### config.mk
export PLATFORM = sky130hd
export DESIGN_NAME = fir_sequencer_flat
export DESIGN_NICKNAME = d
export VERILOG_FILES = /design/src/rtl/fir_sequencer_if.sv /design/src/rtl/fir_sequencer.sv /design/src/flat_wrapper.sv
export SDC_FILE = /design/constraint.sdc
export NUM_CORES = 1
export LEC_CHECK = 0
export CAP_MARGIN = 15
export CORE_MARGIN = 2
export CORE_UTILIZATION = 58
export DETAILED_ROUTE_END_ITERATION = 8
export PLACE_DENSITY = 0.77
export SLEW_MARGIN = 25
export SYNTH_ARGS = -nofsm -noshare
export SYNTH_HDL_FRONTEND = slang
export SYNTH_SLANG_ARGS = --single-unit
export TNS_END_PERCENT = 5
### constraint.sdc
create_clock -name clk -period 10.3 [get_ports clk]
set_clock_uncertainty 0.2 [all_clocks]
set_input_delay 1.545 -clock clk [delete_from_list [all_inputs] [get_ports clk]]
set_output_delay 1.545 -clock clk [all_outputs]
set_load 0.1 [all_outputs]
### src/rtl/fir_sequencer_if.sv
// ----------------------------------------------------------------------------
// fir_sequencer_if
// Bundles the two buses of the FIR sequencer:
//   - ROM read bus    : rom_addr (sequencer -> ROM), rom_data (ROM -> sequencer,
//                       combinational from rom_addr, signed)
//   - output stream   : out_valid/out_data/out_index (sequencer -> sink),
//                       out_ready (sink -> sequencer)
// Modports:
//   master : the sequencer side
//   slave  : the ROM/sink side (testbench or picoMIPS datapath)
// ----------------------------------------------------------------------------
interface fir_sequencer_if #(
    parameter int DATA_WIDTH = 8,
    parameter int ADDR_WIDTH = 8
);
    logic        [ADDR_WIDTH-1:0] rom_addr;
    logic signed [DATA_WIDTH-1:0] rom_data;
    logic                         out_valid;
    logic                         out_ready;
    logic signed [DATA_WIDTH-1:0] out_data;
    logic        [ADDR_WIDTH-1:0] out_index;

    modport master (
        output rom_addr,
        input  rom_data,
        output out_valid,
        input  out_ready,
        output out_data,
        output out_index
    );

    modport slave (
        input  rom_addr,
        output rom_data,
        input  out_valid,
        output out_ready,
        input  out_data,
        input  out_index
    );
endinterface

### src/rtl/fir_sequencer.sv
// ----------------------------------------------------------------------------
// fir_sequencer
// Valid-mode FIR convolution sequencer over a single-port ROM. The kernel
// (NUM_TAPS words at KERNEL_BASE) is cached into registers, then for every
// output n the waveform at WAVE_BASE+n+k is multiplied against tap k and
// accumulated. Each result is arithmetically shifted right by SHIFT,
// saturated to DATA_WIDTH and streamed out over a valid/ready handshake.
//
// Ports:
//   clk    - system clock, all state on the rising edge
//   reset  - asynchronous, active-high reset
//   start  - one-cycle request for a full pass (only honoured in IDLE)
//   busy   - high from the cycle after start is accepted until back in IDLE
//   done   - one-cycle pulse after the last output has been accepted
//   bus    - fir_sequencer_if.master: ROM read bus and output stream
//
// Build option:
//   FIR_ROUND_EN - when defined, 2^(SHIFT-1) is added before the shift
//                  (round-half-up); otherwise the shift truncates.
//                  Handshake and timing are the same in both builds.
// ----------------------------------------------------------------------------
module fir_sequencer #(
    parameter int                    DATA_WIDTH  = 8,
    parameter int                    ADDR_WIDTH  = 8,
    parameter logic [ADDR_WIDTH-1:0] KERNEL_BASE = 8'h00,
    parameter int                    NUM_TAPS    = 5,
    parameter logic [ADDR_WIDTH-1:0] WAVE_BASE   = 8'h10,
    parameter int                    NUM_SAMPLES = 16,
    parameter int                    ACC_WIDTH   = 20,
    parameter int                    SHIFT       = 7
) (
    input  logic           clk,
    input  logic           reset,
    input  logic           start,
    output logic           busy,
    output logic           done,
    fir_sequencer_if.master bus
);

    localparam int KW = (NUM_TAPS > 1) ? $clog2(NUM_TAPS) : 1;
    localparam int PW = 2 * DATA_WIDTH;
    localparam logic [KW-1:0]         LAST_TAP = KW'(NUM_TAPS - 1);
    localparam logic [ADDR_WIDTH-1:0] LAST_OUT = ADDR_WIDTH'(NUM_SAMPLES - NUM_TAPS);
    localparam logic signed [ACC_WIDTH:0] SAT_MAX = (ACC_WIDTH+1)'((2**(DATA_WIDTH-1)) - 1);
    localparam logic signed [ACC_WIDTH:0] SAT_MIN = (ACC_WIDTH+1)'(-(2**(DATA_WIDTH-1)));
`ifdef FIR_ROUND_EN
    localparam logic signed [ACC_WIDTH:0] ROUND_C = (ACC_WIDTH+1)'(2**(SHIFT-1));
`endif

    typedef enum logic [2:0] {
        IDLE   = 3'd0,
        LOAD_K = 3'd1,
        MAC    = 3'd2,
        OUT    = 3'd3,
        DONE   = 3'd4
    } state_t;

    state_t                       state_r, state_s;
    logic        [ADDR_WIDTH-1:0] rom_addr_r, rom_addr_s;
    logic        [KW-1:0]         k_r, k_s;
    logic        [ADDR_WIDTH-1:0] n_r, n_s;
    logic signed [ACC_WIDTH-1:0]  acc_r, acc_s;
    logic                         out_valid_r, out_valid_s;
    logic signed [DATA_WIDTH-1:0] out_data_r, out_data_s;
    logic        [ADDR_WIDTH-1:0] out_index_r, out_index_s;
    logic                         busy_r, busy_s;
    logic                         done_r, done_s;
    logic                         load_en_s;
    logic signed [DATA_WIDTH-1:0] taps_r [NUM_TAPS];

    logic                         last_tap_s;
    logic signed [PW-1:0]         prod_s;
    logic signed [ACC_WIDTH-1:0]  acc_sum_s;

    // Normalise (optionally rounded) and clamp to the signed output range.
    // The extra guard bit keeps the rounding add from overflowing.
    function automatic logic signed [DATA_WIDTH-1:0] norm_sat(input logic signed [ACC_WIDTH-1:0] a);
        logic signed [ACC_WIDTH:0] wide;
        logic signed [ACC_WIDTH:0] sh;
`ifdef FIR_ROUND_EN
        wide = {a[ACC_WIDTH-1], a} + ROUND_C;
`else
        wide = {a[ACC_WIDTH-1], a};
`endif
        sh = wide >>> SHIFT;
        if (sh > SAT_MAX) begin
            norm_sat = SAT_MAX[DATA_WIDTH-1:0];
        end else if (sh < SAT_MIN) begin
            norm_sat = SAT_MIN[DATA_WIDTH-1:0];
        end else begin
            norm_sat = sh[DATA_WIDTH-1:0];
        end
    endfunction

    assign last_tap_s = (k_r == LAST_TAP);
    // Signed 8x8 product, sign-extended into the accumulator width.
    assign prod_s     = taps_r[k_r] * bus.rom_data;
    assign acc_sum_s  = acc_r + {{(ACC_WIDTH-PW){prod_s[PW-1]}}, prod_s};

    // State register.
    always_ff @(posedge clk or posedge reset) begin
        if (reset) begin
            state_r <= IDLE;
        end else begin
            state_r <= state_s;
        end
    end

    // Next-state logic.
    always_comb begin
        state_s = state_r;
        case (state_r)
            IDLE: begin
                if (start) state_s = LOAD_K;
                else       state_s = IDLE;
            end
            LOAD_K: begin
                if (last_tap_s) state_s = MAC;
                else            state_s = LOAD_K;
            end
            MAC: begin
                if (last_tap_s) state_s = OUT;
                else            state_s = MAC;
            end
            OUT: begin
                if (out_valid_r && bus.out_ready) begin
                    if (n_r == LAST_OUT) state_s = DONE;
                    else                 state_s = MAC;
                end else begin
                    state_s = OUT;
                end
            end
            DONE:    state_s = IDLE;
            default: state_s = IDLE;
        endcase
    end

    // Next values for the registered outputs and datapath. rom_addr is
    // always loaded one cycle ahead so the combinational ROM word lines up
    // with the tap index of the cycle that consumes it.
    always_comb begin
        rom_addr_s  = rom_addr_r;
        k_s         = k_r;
        n_s         = n_r;
        acc_s       = acc_r;
        out_valid_s = out_valid_r;
        out_data_s  = out_data_r;
        out_index_s = out_index_r;
        busy_s      = busy_r;
        done_s      = 1'b0;
        load_en_s   = 1'b0;
        case (state_r)
            IDLE: begin
                rom_addr_s = KERNEL_BASE;
                k_s        = '0;
                if (start) busy_s = 1'b1;
                else       busy_s = 1'b0;
            end
            LOAD_K: begin
                load_en_s = 1'b1;
                if (last_tap_s) begin
                    k_s        = '0;
                    n_s        = '0;
                    acc_s      = '0;
                    rom_addr_s = WAVE_BASE;
                end else begin
                    k_s        = k_r + KW'(1);
                    rom_addr_s = rom_addr_r + ADDR_WIDTH'(1);
                end
            end
            MAC: begin
                acc_s = acc_sum_s;
                if (last_tap_s) begin
                    // Present the result straight from the final sum so the
                    // output appears on the same edge as the last product.
                    k_s         = '0;
                    out_valid_s = 1'b1;
                    out_data_s  = norm_sat(acc_sum_s);
                    out_index_s = n_r;
                end else begin
                    k_s        = k_r + KW'(1);
                    rom_addr_s = rom_addr_r + ADDR_WIDTH'(1);
                end
            end
            OUT: begin
                if (out_valid_r && bus.out_ready) begin
                    out_valid_s = 1'b0;
                    if (n_r == LAST_OUT) begin
                        done_s = 1'b1;
                    end else begin
                        n_s        = n_r + ADDR_WIDTH'(1);
                        acc_s      = '0;
                        k_s        = '0;
                        rom_addr_s = WAVE_BASE + n_r + ADDR_WIDTH'(1);
                    end
                end else begin
                    out_valid_s = out_valid_r;
                end
            end
            DONE: begin
                busy_s     = 1'b0;
                rom_addr_s = KERNEL_BASE;
            end
            default: begin
                busy_s      = 1'b0;
                out_valid_s = 1'b0;
                rom_addr_s  = KERNEL_BASE;
            end
        endcase
    end

    // Datapath and output registers, including the cached kernel taps.
    always_ff @(posedge clk or posedge reset) begin
        if (reset) begin
            rom_addr_r  <= KERNEL_BASE;
            k_r         <= '0;
            n_r         <= '0;
            acc_r       <= '0;
            out_valid_r <= 1'b0;
            out_data_r  <= '0;
            out_index_r <= '0;
            busy_r      <= 1'b0;
            done_r      <= 1'b0;
            for (int i = 0; i < NUM_TAPS; i++) begin
                taps_r[i] <= '0;
            end
        end else begin
            rom_addr_r  <= rom_addr_s;
            k_r         <= k_s;
            n_r         <= n_s;
            acc_r       <= acc_s;
            out_valid_r <= out_valid_s;
            out_data_r  <= out_data_s;
            out_index_r <= out_index_s;
            busy_r      <= busy_s;
            done_r      <= done_s;
            if (load_en_s) begin
                taps_r[k_r] <= bus.rom_data;
            end
        end
    end

    assign busy          = busy_r;
    assign done          = done_r;
    assign bus.rom_addr  = rom_addr_r;
    assign bus.out_valid = out_valid_r;
    assign bus.out_data  = out_data_r;
    assign bus.out_index = out_index_r;

endmodule

### src/flat_wrapper.sv
// flat-port wrapper written by rule: the top's interface ports become plain ports
module fir_sequencer_flat 
#(
    parameter int                    DATA_WIDTH  = 8,
    parameter int                    ADDR_WIDTH  = 8,
    parameter logic [ADDR_WIDTH-1:0] KERNEL_BASE = 8'h00,
    parameter int                    NUM_TAPS    = 5,
    parameter logic [ADDR_WIDTH-1:0] WAVE_BASE   = 8'h10,
    parameter int                    NUM_SAMPLES = 16,
    parameter int                    ACC_WIDTH   = 20,
    parameter int                    SHIFT       = 7
)
  (clk, reset, start, busy, done, bus_rom_addr, bus_rom_data, bus_out_valid, bus_out_ready, bus_out_data, bus_out_index);
  fir_sequencer_if #(.DATA_WIDTH(DATA_WIDTH), .ADDR_WIDTH(ADDR_WIDTH)) bus_i ();
  input  logic clk;
  input  logic reset;
  input  logic start;
  output logic busy;
  output logic done;
  output wire logic [$bits(bus_i.rom_addr)-1:0] bus_rom_addr;
  input wire logic [$bits(bus_i.rom_data)-1:0] bus_rom_data;
  output wire logic [$bits(bus_i.out_valid)-1:0] bus_out_valid;
  input wire logic [$bits(bus_i.out_ready)-1:0] bus_out_ready;
  output wire logic [$bits(bus_i.out_data)-1:0] bus_out_data;
  output wire logic [$bits(bus_i.out_index)-1:0] bus_out_index;
  assign bus_rom_addr = bus_i.rom_addr;
  assign bus_i.rom_data = bus_rom_data;
  assign bus_out_valid = bus_i.out_valid;
  assign bus_i.out_ready = bus_out_ready;
  assign bus_out_data = bus_i.out_data;
  assign bus_out_index = bus_i.out_index;
  fir_sequencer #(.DATA_WIDTH(DATA_WIDTH), .ADDR_WIDTH(ADDR_WIDTH), .KERNEL_BASE(KERNEL_BASE), .NUM_TAPS(NUM_TAPS), .WAVE_BASE(WAVE_BASE), .NUM_SAMPLES(NUM_SAMPLES), .ACC_WIDTH(ACC_WIDTH), .SHIFT(SHIFT)) u_core (.clk(clk), .reset(reset), .start(start), .busy(busy), .done(done), .bus(bus_i));
endmodule
After elaboration in Yosys (flattened, before gate mapping)
Cells that the tools add are included.

Flip-flop bits (word level): 101. Word-level logic and storage cells: 94. Output and inout port bits: 27. Bits of input ports: 12.

Multiplexer cells: 40. Add/subtract/negate cells: 6. Bitwise logic cells: 2. $lt $le $gt $ge: 4. Multipliers: 1. Reductions and logical operators: 15. Eq/ne operators: 11.

Operators by type and width (number): $mux W8 (12); $mux W20 (3); $pmux W20 S3 (1); $bwmux W40 (1); $add A8 B1 Y8 const B (3); $bmux W8 S3 (1); $demux W8 S3 (1); $pmux W8 S3 (1); $add A20 B20 Y20 (1); $mul A8 B8 Y16 (1); $pmux W8 S2 (1); $mux W3 (5); $gt A13 B8 Y1 const B (1); $lt A13 B8 Y1 const B (1); $pmux W3 S4 (1); $mux W1 (9); $pmux W3 S3 (1); $reduce_and A3 Y1 (3); $add A5 B8 Y8 const A (1); $eq A8 B4 Y1 const B (1); $reduce_and A4 Y1 (2); $eq A3 B2 Y1 const B (2); $eq A3 B3 Y1 const B (2); $ne A2 B1 Y1 const B (3); other kinds (17) (21).

Logic depth before layout (Yosys ltp)
Word-level depth: 9. Mapped depth: 34. Gate-level depth less buffers: 33.

Worst setup path after synthesis
OpenSTA, ideal clock, no wires.

Path type: flip-flop to flip-flop. Start: register u_core.k_r[0]. End: register u_core.out_data_r[0], in the netlist u_core.bus.out_data[0]. Setup time: 126 ps. Cell stages (with the launch flop): 30. Arrival: 7628 ps. Path buffers: 1. Period minus slack after synthesis: 7954 ps. Setup slack: 2346 ps. Required time: 9974 ps. Cells stage by stage: dfrtp_1 > buf_1 > mux4_2 > nor2b_1 > a31oi_1 > nand2_1 > fa_1 > fa_1 > inv_1 > fa_1 > fa_1 > ha_1 > o21ai_0 > nand2_1 > a21o_1 > a21o_1 > a21o_1 > a21o_1 > a2111oi_0 > nand3b_1 > ha_1 > nand4_1 > nor3_1 > a21oi_1 > o21ai_2 > o22a_4 > mux2i_4 > xnor2_2 > o22ai_2 > a221o_1.

Longest elaborated chain between the ends: 9. Elaborated cells between the ends (all ways): 12. Those cells by class: 1 x add/sub; 1 x mul; 2 x order compare; 1 x eq/ne; 5 x mux; 1 x bitwise; 1 x reduce/logical.

RTL lines: from (decl) (line fir_sequencer.sv:60) `logic [KW-1:0] k_r, k_s;`; from (signal assigned) (line fir_sequencer.sv:229) `k_r <= k_s;`; $not A3 Y4 (implied by the code) (line fir_sequencer.sv:97) `assign prod_s = taps_r[k_r] * bus.rom_data;`; $bmux W8 S3 (line fir_sequencer.sv:97); $mux W8 (implied by the code) (2 in series) (line fir_sequencer.sv:97); $mul A8 B8 Y16 (line fir_sequencer.sv:97); $add A20 B20 Y20 (line fir_sequencer.sv:98) `assign acc_sum_s = acc_r + {{(ACC_WIDTH-PW){prod_s[PW-1]}}, prod_s};`; $lt A13 B8 Y1 (line fir_sequencer.sv:88) `end else if (sh < SAT_MIN) begin`; $mux W8 (line fir_sequencer.sv:88); $mux W8 (line fir_sequencer.sv:86) `if (sh > SAT_MAX) begin`; to (signal assigned) (line fir_sequencer.sv:233) `out_data_r <= out_data_s;`; to (decl) (line fir_sequencer.sv:64) `logic signed [DATA_WIDTH-1:0] out_data_r, out_data_s;`.

Parallel ways exist; a longest one is shown, timed or not. The select of a mux whose other input is x is not followed. A chain may end at the register's enable or synchronous reset.

Final worst setup path
Start: register u_core.k_r[0]. End: register u_core.out_data_r[4], in the netlist u_core.bus.out_data[4].

Same word-level chain as after synthesis.

==> results.cfg <==
[critical_path]
crit_type = flop to flop
start_kind = flop
required_ps = 10330
critPathSlowestCell = dfrtp_1
slowest_delay_ps = 940
cp.arrival_ps = 9040
crit_fanout = 21
end_kind = flop

[cts]
cts_sinks = 101
root_buffer = clkbuf_16
post_cts_buffers = 0
postCtsResizedCells = 0
cts.path.max_buffers = 2
numCtsBuffers = 9
h-tree-depth = 3
cts_hold_buf = 0
cts_tree = done
clkTransAtPathRegs_ps = 80
clkLatencyLatePin_ps = 360

[floorplanning]
dieArea_mm2 = 0.0149
core_mm2 = 0.0137
fp.dieH_um = 122
rows = 43
ios = 39
initial_utilization_pct = 58.9
dieWidth_um = 122

[timing]
fin_crit_ps = 9000
setup_tns_ps = 0
setup_viol = 0
worstMarginPinSlew_ps = 994
finalWorstSetupSlack_ps = 1300
rsz0062_at_grt = false
hold_violations = 0
final_max_slew_viol_count = 0
max_freq_ghz = 0.111
slew_headroom_pct = 33.6
fin_crit_sh_pct = 87.4

[final_layout]
final.fill_count = 1090
fin_cells = 1033
final_nets = 969
num_antenna_cells = 0
final_cell_mix = dfrtp_1 (101), inv_1 (91), nand2_1 (78), fa_1 (56), ha_1 (53)
layout_commonest_cell = dfrtp_1
area_growth_pct = 10.4
drive_above_1_share_pct = 10.2

[routing]
avgViaCountPerCell = 5.85
drt_iter0_markers = 386
num_vias = 6045
routedWlPerCell_um = 16.9
routed_wirelength_um = 17400
dr.pass1.iters = 5
final_antenna_net_count = 0
route.detailed.drc = 0

[grt]
grt_pass1_vias = 6110
grt_pass1_wl_um = 29500
antenna_found_initial = 0
grt_max_degree = 76
overflow = 0
grt_usage_pct = 24.9

[outcome]
outcome = completed

[logic_synthesis]
ys_types = 59
synthArstFlopShare_pct = 100
syn-instance-count = 823
synth_nets = 944
syn_area_per_cell_um2 = 9.81
synth_top_cell_area_share_pct = 31.3
yosys_warnings = 0
synth-edff-count = 0
ys_ff_latch = 101
syn_area_mm2 = 0.00807
synth_area_leaders = dfrtp_1 (31%), fa_1 (14%), ha_1 (8.2%)
yosysTopAreaCell = dfrtp_1
synth-seq-area-share_pct = 31.3
synth_ff_type = dfrtp_1

[placed_design]
place_congestion = 0.894
place_inst = 1017
pre_cts_slack_ps = 1270
hpwl_um = 13000
port_buffers = 38

[worst_hold_path]
hp-class = flop to flop

[flow_run]
max_cap_violations = 0
flip-flops by register name, indices dropped and copies added (netlist names):
| register | flops |
|---|---|
| u_core.acc_r | 20 |
| u_core.bus.out_data | 8 |
| u_core.bus.out_index | 8 |
| u_core.bus.out_valid | 1 |
| u_core.bus.rom_addr | 8 |
| u_core.busy | 1 |
| u_core.done | 1 |
| u_core.k_r | 3 |
| u_core.n_r | 8 |
| u_core.state_r | 3 |
| u_core.taps_r | 40 |
critical path: cells and delay by family, from the launching register on:
kind,cells,cell delay (ps)
AO/OA/AOI/OAI,12,3010
XOR/XNOR,1,300
adder cells (fa/ha/maj),6,2630
buffers and inverters,2,100
flip-flops,1,940
multiplexers,2,780
AND/OR/NAND/NOR,6,910
cells in the mapped netlist (3+ instances only):
library cell	number
and3_1	6
nand2_1	78
a21oi_2	5
o21ai_0	43
nand3_1	20
o22ai_1	6
ha_1	53
nor2b_1	26
and2_1	33
dfrtp_1	101
mux2i_1	12
o211ai_1	3
xnor2_1	26
xor2_1	14
fa_1	56
a211oi_2	3
nor2_1	41
nor3b_1	3
a22o_1	13
nand2b_1	10
a21o_1	11
a221o_1	7
o21a_1	8
a31oi_1	7
inv_1	92
mux2_2	41
clkbuf_1	27
nand4_1	4
a211oi_1	3
o32ai_1	5
a21oi_1	25
nor3_1	8
cell families after synthesis:
family | synth area share, %
AND/OR/NAND/NOR | 14.6
AO/OA/AOI/OAI | 13.6
buffers and inverters | 5.67
adder cells (fa/ha/maj) | 22.1
flip-flops | 31.3
multiplexers | 8.04
XOR/XNOR | 4.74
final timing paths:
path | to | depth (start not counted) | slack, ps | start
max in group asynchronous | u_core.taps_r[11]$_DFFE_PP0P_ | 3 | 7610 | reset
min reg2reg | u_core.bus.out_index[2]$_DFFE_PP0P_ | 2 | 280 | u_core.bus.out_index[2]$_DFFE_PP0P_
max reg2reg | u_core.bus.out_data[4]$_DFFE_PP0P_ | 29 | 1300 | u_core.k_r[0]$_DFFE_PP0P_
min | u_core.bus.out_index[2]$_DFFE_PP0P_ | 2 | 280 | u_core.bus.out_index[2]$_DFFE_PP0P_
min in group asynchronous | u_core.acc_r[1]$_DFFE_PP0P_ | 2 | 1320 | reset
max | u_core.bus.out_data[4]$_DFFE_PP0P_ | 29 | 1300 | u_core.k_r[0]$_DFFE_PP0P_
metal layers:
layer	global-route usage [%]	share of wire [%]
met5	0	0
met2	42.0	50
met1	33.6	45
met4	7.40	1.5
met3	3.28	3.2
layout make-up:
class,instances,area [um^2],share of cell area [%]
inverters,92,348,3.90
multi-input cells,601,5090,57.1
repair buffers,43,422,4.73
flip-flops and latches,101,2530,28.4
well taps,180,225,2.53
clock inverters,7,78.8,0.884
clock buffers,9,225,2.53
metrics by stage:
step | cell area (um^2) | utilization, % | hold WS (ps)
3_5_place_dp | 8610 | 62.7 | 264
2_1_floorplan | 8070 | - | 253
6_report | 8910 | 65.0 | 279
3_3_place_gp | 8610 | 62.7 | 260
4_1_cts | 8910 | 65.0 | 281
5_1_grt | 8910 | 65.0 | 309
Power is not shown: default switching activity piles up to over one toggle a cycle in this logic, so the estimate is an artifact.
